==> config.mk <==
export PLATFORM = sky130hd
export DESIGN_NAME = sp_ram_be_init
export DESIGN_NICKNAME = d
export VERILOG_FILES = /design/src/rtl/sp_ram_be_init.sv
export SDC_FILE = /design/constraint.sdc
export NUM_CORES = 1
export LEC_CHECK = 0
export ABC_AREA = 1
export CAP_MARGIN = 20
export CORE_ASPECT_RATIO = 0.75
export CORE_MARGIN = 4
export CORE_UTILIZATION = 30
export CTS_BUF_LIST = sky130_fd_sc_hd__clkbuf_8
export DETAILED_ROUTE_END_ITERATION = 10
export PLACE_DENSITY_LB_ADDON = 0.12
export REMOVE_ABC_BUFFERS = 1
export SETUP_SLACK_MARGIN = 0.5
export SLEW_MARGIN = 20
export SYNTH_ARGS = -nofsm -noshare
export SYNTH_HDL_FRONTEND = slang
export SYNTH_SLANG_ARGS = --single-unit
==> constraint.sdc <==
create_clock -name clk -period 3.2 [get_ports clk]
set_clock_uncertainty 0.15 [all_clocks]
set_input_delay 0.64 -clock clk [delete_from_list [all_inputs] [get_ports clk]]
set_output_delay 0.64 -clock clk [all_outputs]
set_load 0.02 [all_outputs]
==> src/rtl/sp_ram_be_init.sv <==
// sp_ram_be_init: single-port synchronous RAM with per-byte write enables,
// a RD_LATENCY-stage registered read pipe with read-valid strobe, a hardware
// init sweep (after reset and on clr) and an out-of-range error strobe.
//
// Ports:
//   clk       rising-edge clock
//   rst       synchronous active-high reset
//   cs        request valid
//   we        1 = write, 0 = read
//   be        byte write enables, be[i] covers data_in[8i+7:8i]
//   oe        gates data_out only (no effect on the pipe or rd_valid)
//   addr      word address
//   data_in   write data
//   clr       1-cycle pulse, re-runs the init sweep (ignored while busy)
//   data_out  read data, oe ? pipe data : '0
//   rd_valid  1-cycle strobe, read data valid
//   busy      high during reset and init sweep; requests ignored
//   err       1-cycle strobe, request addressed a word >= DEPTH
module sp_ram_be_init #(
    parameter int unsigned          DATA_WIDTH = 32,
    parameter int unsigned          ADDR_WIDTH = 4,
    parameter int unsigned          DEPTH      = 2 ** ADDR_WIDTH,
    parameter int unsigned          RD_LATENCY = 1,
    parameter logic [DATA_WIDTH-1:0] INIT_VALUE = '0
) (
    input  logic                    clk,
    input  logic                    rst,
    input  logic                    cs,
    input  logic                    we,
    input  logic [DATA_WIDTH/8-1:0] be,
    input  logic                    oe,
    input  logic [ADDR_WIDTH-1:0]   addr,
    input  logic [DATA_WIDTH-1:0]   data_in,
    input  logic                    clr,
    output logic [DATA_WIDTH-1:0]   data_out,
    output logic                    rd_valid,
    output logic                    busy,
    output logic                    err
);

    localparam int unsigned NUM_BYTES = DATA_WIDTH / 8;
    localparam logic [ADDR_WIDTH-1:0] LAST_ADDR = ADDR_WIDTH'(DEPTH - 1);

    // Elaboration-time parameter sanity checks
    if (DATA_WIDTH % 8 != 0) begin : g_bad_dw
        $error("DATA_WIDTH must be a multiple of 8");
    end
    if (DEPTH < 2 || DEPTH > 2 ** ADDR_WIDTH) begin : g_bad_depth
        $error("DEPTH out of range");
    end
    if (RD_LATENCY < 1 || RD_LATENCY > 3) begin : g_bad_lat
        $error("RD_LATENCY out of range");
    end

    typedef enum logic {
        INIT,
        READY
    } state_t;

    state_t                  state;
    logic [ADDR_WIDTH-1:0]   sweep_addr;
    logic [DATA_WIDTH-1:0]   mem       [DEPTH];
    logic [DATA_WIDTH-1:0]   pipe_data [RD_LATENCY];
    logic [RD_LATENCY-1:0]   pipe_vld;

    logic                    in_range_c;
    logic                    req_c;
    logic                    wr_c;
    logic                    rd_c;
    logic [DATA_WIDTH-1:0]   rd_data_c;

    // Request qualification; a same-cycle clr drops the request
    assign in_range_c = {1'b0, addr} < (ADDR_WIDTH + 1)'(DEPTH);
    assign req_c      = (state == READY) && cs && !clr;
    assign wr_c       = !rst && req_c && we && in_range_c;
    assign rd_c       = req_c && !we;
    assign rd_data_c  = in_range_c ? mem[addr] : '0;

    // Storage: sweep writes have priority; rst alone never touches contents
    always_ff @(posedge clk) begin
        if (!rst && state == INIT) begin
            mem[sweep_addr] <= INIT_VALUE;
        end else if (wr_c) begin
            for (int i = 0; i < int'(NUM_BYTES); i++) begin
                if (be[i]) begin
                    mem[addr][8*i +: 8] <= data_in[8*i +: 8];
                end
            end
        end
    end

    // Control FSM, read pipe and status strobes
    always_ff @(posedge clk) begin
        if (rst) begin
            state      <= INIT;
            sweep_addr <= '0;
            busy       <= 1'b1;
            err        <= 1'b0;
            pipe_vld   <= '0;
            for (int i = 0; i < int'(RD_LATENCY); i++) begin
                pipe_data[i] <= '0;
            end
        end else begin
            err          <= req_c && !in_range_c;
            pipe_vld[0]  <= rd_c;
            pipe_data[0] <= rd_c ? rd_data_c : '0;
            for (int i = 1; i < int'(RD_LATENCY); i++) begin
                pipe_vld[i]  <= pipe_vld[i-1];
                pipe_data[i] <= pipe_data[i-1];
            end

            case (state)
                INIT: begin
                    // Counter stops at the last word rather than wrapping
                    if (sweep_addr == LAST_ADDR) begin
                        state <= READY;
                        busy  <= 1'b0;
                    end else begin
                        sweep_addr <= sweep_addr + ADDR_WIDTH'(1);
                    end
                end
                READY: begin
                    if (clr) begin
                        state      <= INIT;
                        sweep_addr <= '0;
                        busy       <= 1'b1;
                    end
                end
                default: begin
                    state <= INIT;
                    busy  <= 1'b1;
                end
            endcase
        end
    end

    assign rd_valid = pipe_vld[RD_LATENCY-1];
    assign data_out = oe ? pipe_data[RD_LATENCY-1] : '0;

endmodule

==> impl_metrics.env <==
export IMPL_outcome="finished, final reports clean"
export IMPL_fp_dieH_um=243
export IMPL_final_hold_viol_count=0
export IMPL_die_w_um=321
export IMPL_synthesis_area_per_instance_um2=12.0
export IMPL_path_clk_slew_ns=0.06
export IMPL_die_area_mm2=0.0781
export IMPL_min_delay_worst_endpoint="busy$_SDFFE_PP1P_"
export IMPL_cts_resized=0
export IMPL_holdCritPathClass="flop to flop"
export IMPL_clock_sink_count=551
export IMPL_clk_path_buf_depth=3
export IMPL_num_nets_final=2080
export IMPL_synthCells=1835
export IMPL_cts_tree="built"
export IMPL_grt_use_total_pct=16.5
export IMPL_routed_length_per_instance_um=21.2
export IMPL_core_area_mm2=0.0724
export IMPL_yosysWarnings=0
export IMPL_cts_repair_timing_setup_buffer_count=0
export IMPL_synth_seq_cells=551
export IMPL_gp_routability_congestion=0.765
export IMPL_detail_route_iter0_violations=1219
export IMPL_h_tree_levels=3
export IMPL_layout_core_utilization_pct=36.5
export IMPL_max_cap_violations=0
export IMPL_worst_case_reg_to_reg_path_depth=11
export IMPL_ys_seq_area_share_pct=73.1
export IMPL_rr_endpoint="mem[11][30]$_DFFE_PP_"
export IMPL_insertion_delay_ns=0.66
export IMPL_post_synth_num_cell_types=32
export IMPL_finalMaxSlewViolations=0
export IMPL_setup_viol_count_final=0
export IMPL_max_vdd_ir_drop_mv=0.250
export IMPL_static_leakage_nw=9.81
export IMPL_r2r_slack_ns=0.66
export IMPL_critPathRequiredTime_ns=3.41
export IMPL_buffer_ports_inserted=79
export IMPL_globalRouteOverflowTotal=0
export IMPL_timing_setup_critical_path_class="input port to flop"
export IMPL_layout_drive_gt1_share_pct=14.2
export IMPL_global_route_wire_length_before_repair_um=97100
export IMPL_grt_pass1_vias=14900
export IMPL_firstDrtPassIters=5
export IMPL_vias=14800
export IMPL_post_synth_instance_area_mm2=0.0221
export IMPL_worst_slew_margin_rel_pct=52.1
export IMPL_number_of_top_level_pins=81
export IMPL_total_power_mw=14.4
export IMPL_antenna_left=0
export IMPL_maximum_number_of_pins_on_one_net_before_global_route_repair=119
export IMPL_aggregate_negative_setup_slack_ns=0
export IMPL_dp_hpwl_um=39700
export IMPL_max_freq_mhz=384
export IMPL_min_period_ns=2.60
export IMPL_wl_um=64900
export IMPL_critical_path_startpoint_type="input port"
export IMPL_crit_path_max_fanout=9
export IMPL_cts_hold_fix_buffers=0
export IMPL_rows=85
export IMPL_numCtsBuffers=88
export IMPL_crit_reg2reg_launch="state$_SDFF_PP0_"
export IMPL_antenna_cells=0
export IMPL_p_per_area_mw_per_mm2=545
export IMPL_timing_hold_worst_start="busy$_SDFFE_PP1P_"
export IMPL_endpoint_kind="flop"
export IMPL_final_critical_path_share_of_the_clock_period_pct=81.3
export IMPL_vias_per_cell=4.85
export IMPL_root_buffer="clkbuf_8"
export IMPL_rsz0062_at_grt="false"
export IMPL_worst_pin_slew_ns=0.719
export IMPL_drc=0
export IMPL_areaGrowthSynthToFinish_pct=19.8
export IMPL_whs_path_depth=2
export IMPL_arrival_ns=2.81
export IMPL_initial_core_util_pct=30.5
export IMPL_initial_antenna_violation_count=0
## metal layers
| metal | global-route usage (%) | part of all wire (%) | vias up |
|---|---|---|---|
| li1 | - | - | 6936 |
| met1 | 25.4 | 50 | 7388 |
| met4 | 3.78 | 1.7 | 0 |
| met5 | 0 | 0 | - |
| met2 | 23.7 | 41 | 429 |
| met3 | 3.55 | 6.5 | 88 |
## how the worst max path moves through the flow
stage	from	depth (start not counted)	end
after global routing	rst	13	mem[5][6]$_DFFE_PP_
after CTS	oe	5	data_out[8]
after detailed placement	rst	13	mem[11][24]$_DFFE_PP_
after global placement	rst	13	mem[11][24]$_DFFE_PP_
final	rst	13	mem[5][12]$_DFFE_PP_
after floorplan	addr[0]	6	mem[11][0]$_DFFE_PP_
## layout by cell type (no fill, tap or decap), types with 14 or more instances in the layout
master,Yosys,layout
edfxtp_1,512,512
nand2_1,157,157
clkdlybuf4s50_1,0,74
dfxtp_1,39,39
buf_12,0,15
a21oi_1,56,56
inv_1,97,118
nor2_1,356,356
o21ai_1,32,32
clkinv_2,0,14
clkinv_1,0,22
buf_4,11,136
nand3_1,43,43
o21ai_0,303,303
o221ai_1,31,31
clkbuf_8,0,96
o22ai_1,52,52
## synthesized netlist by cell type
cell,number,area share [%]
edfxtp_1,512,70
nor2_1,356,6.0
o21ai_0,303,6.9
nand2_1,157,2.7
inv_1,97,1.6
clkbuf_1,67,1.1
a21oi_1,56,1.3
o22ai_1,52,1.5
nand3_1,43,0.97
dfxtp_1,39,3.5
o21ai_1,32,0.72
o221ai_1,31,1.2
buf_2,28,0.63
nand2_2,12,0.34
buf_4,11,0.37
buf_1,9,0.15
nor2_4,6,0.31
buf_6,5,0.25
a31oi_1,4,0.11
nor2_2,2,0.057
o211ai_4,2,0.19
and3_1,1,0.028
clkinv_4,1,0.040
conb_1,1,0.017
ha_1,1,0.057
inv_2,1,0.017
nand2_4,1,0.051
nand3b_1,1,0.034
nand4_1,1,0.028
nor2_8,1,0.091
nor3_2,1,0.045
xor2_1,1,0.040
## metrics by stage
stage	hold slack, ns	setup slack [ns]	cells	cell area [um2]
detailed placement	0.334	-0.0352	2900	24800
global placement	0.338	-0.0610	2900	24800
global route	0.392	0.506	3061	26500
CTS	0.356	0.605	3061	26500
finish	0.357	0.598	3061	26500
floorplan	0.316	0.386	1715	21500
## cell type report
| class | count | area [um2] |
|---|---|---|
| Clock inverter | 66 | 333 |
| Sequential cell | 551 | 16200 |
| Inverter | 99 | 377 |
| Fill cell | 7144 | 46000 |
| Multi-Input combinational cell | 1065 | 5010 |
| Timing Repair Buffer | 228 | 2090 |
| Clock buffer | 95 | 1310 |
| Tap cell | 957 | 1200 |
## critical path, stage by stage
cell	delay [ns]
clkdlybuf4s50_1	0.51
inv_2	0.07
nand2_4	0.11
nor2_8	0.06
o211ai_4	0.12
nand2_2	0.18
nand2_1	0.09
nand2_1	0.12
nor2_2	0.20
nand2_1	0.20
buf_4	0.21
nor2_1	0.09
buf_4	0.21
## power by group
group	switching, mW	internal (mW)
sequential	0.0196	7.85
combinational	0.576	0.272
clock	2.82	2.90
total	3.41	11.0
## state kept, by name, indices dropped and copies added, names as in the netlist
name	count
busy	1
mem	512
pipe_data	32
rd_valid	1
state	1
sweep_addr	4
## cell families (layout without fill, tap and decap cells)
kind of cell	Yosys count	after routing	synth area share (%)
compound gates	480	480	11.9
xor+xnor	1	1	0.0396
simple gates	582	582	10.7
fa+ha+maj	1	1	0.0566
flops	551	551	73.1
other cells	1	1	0.0170
buf+inv	219	488	4.26
Note: power is estimated with default switching activity, not from simulation.
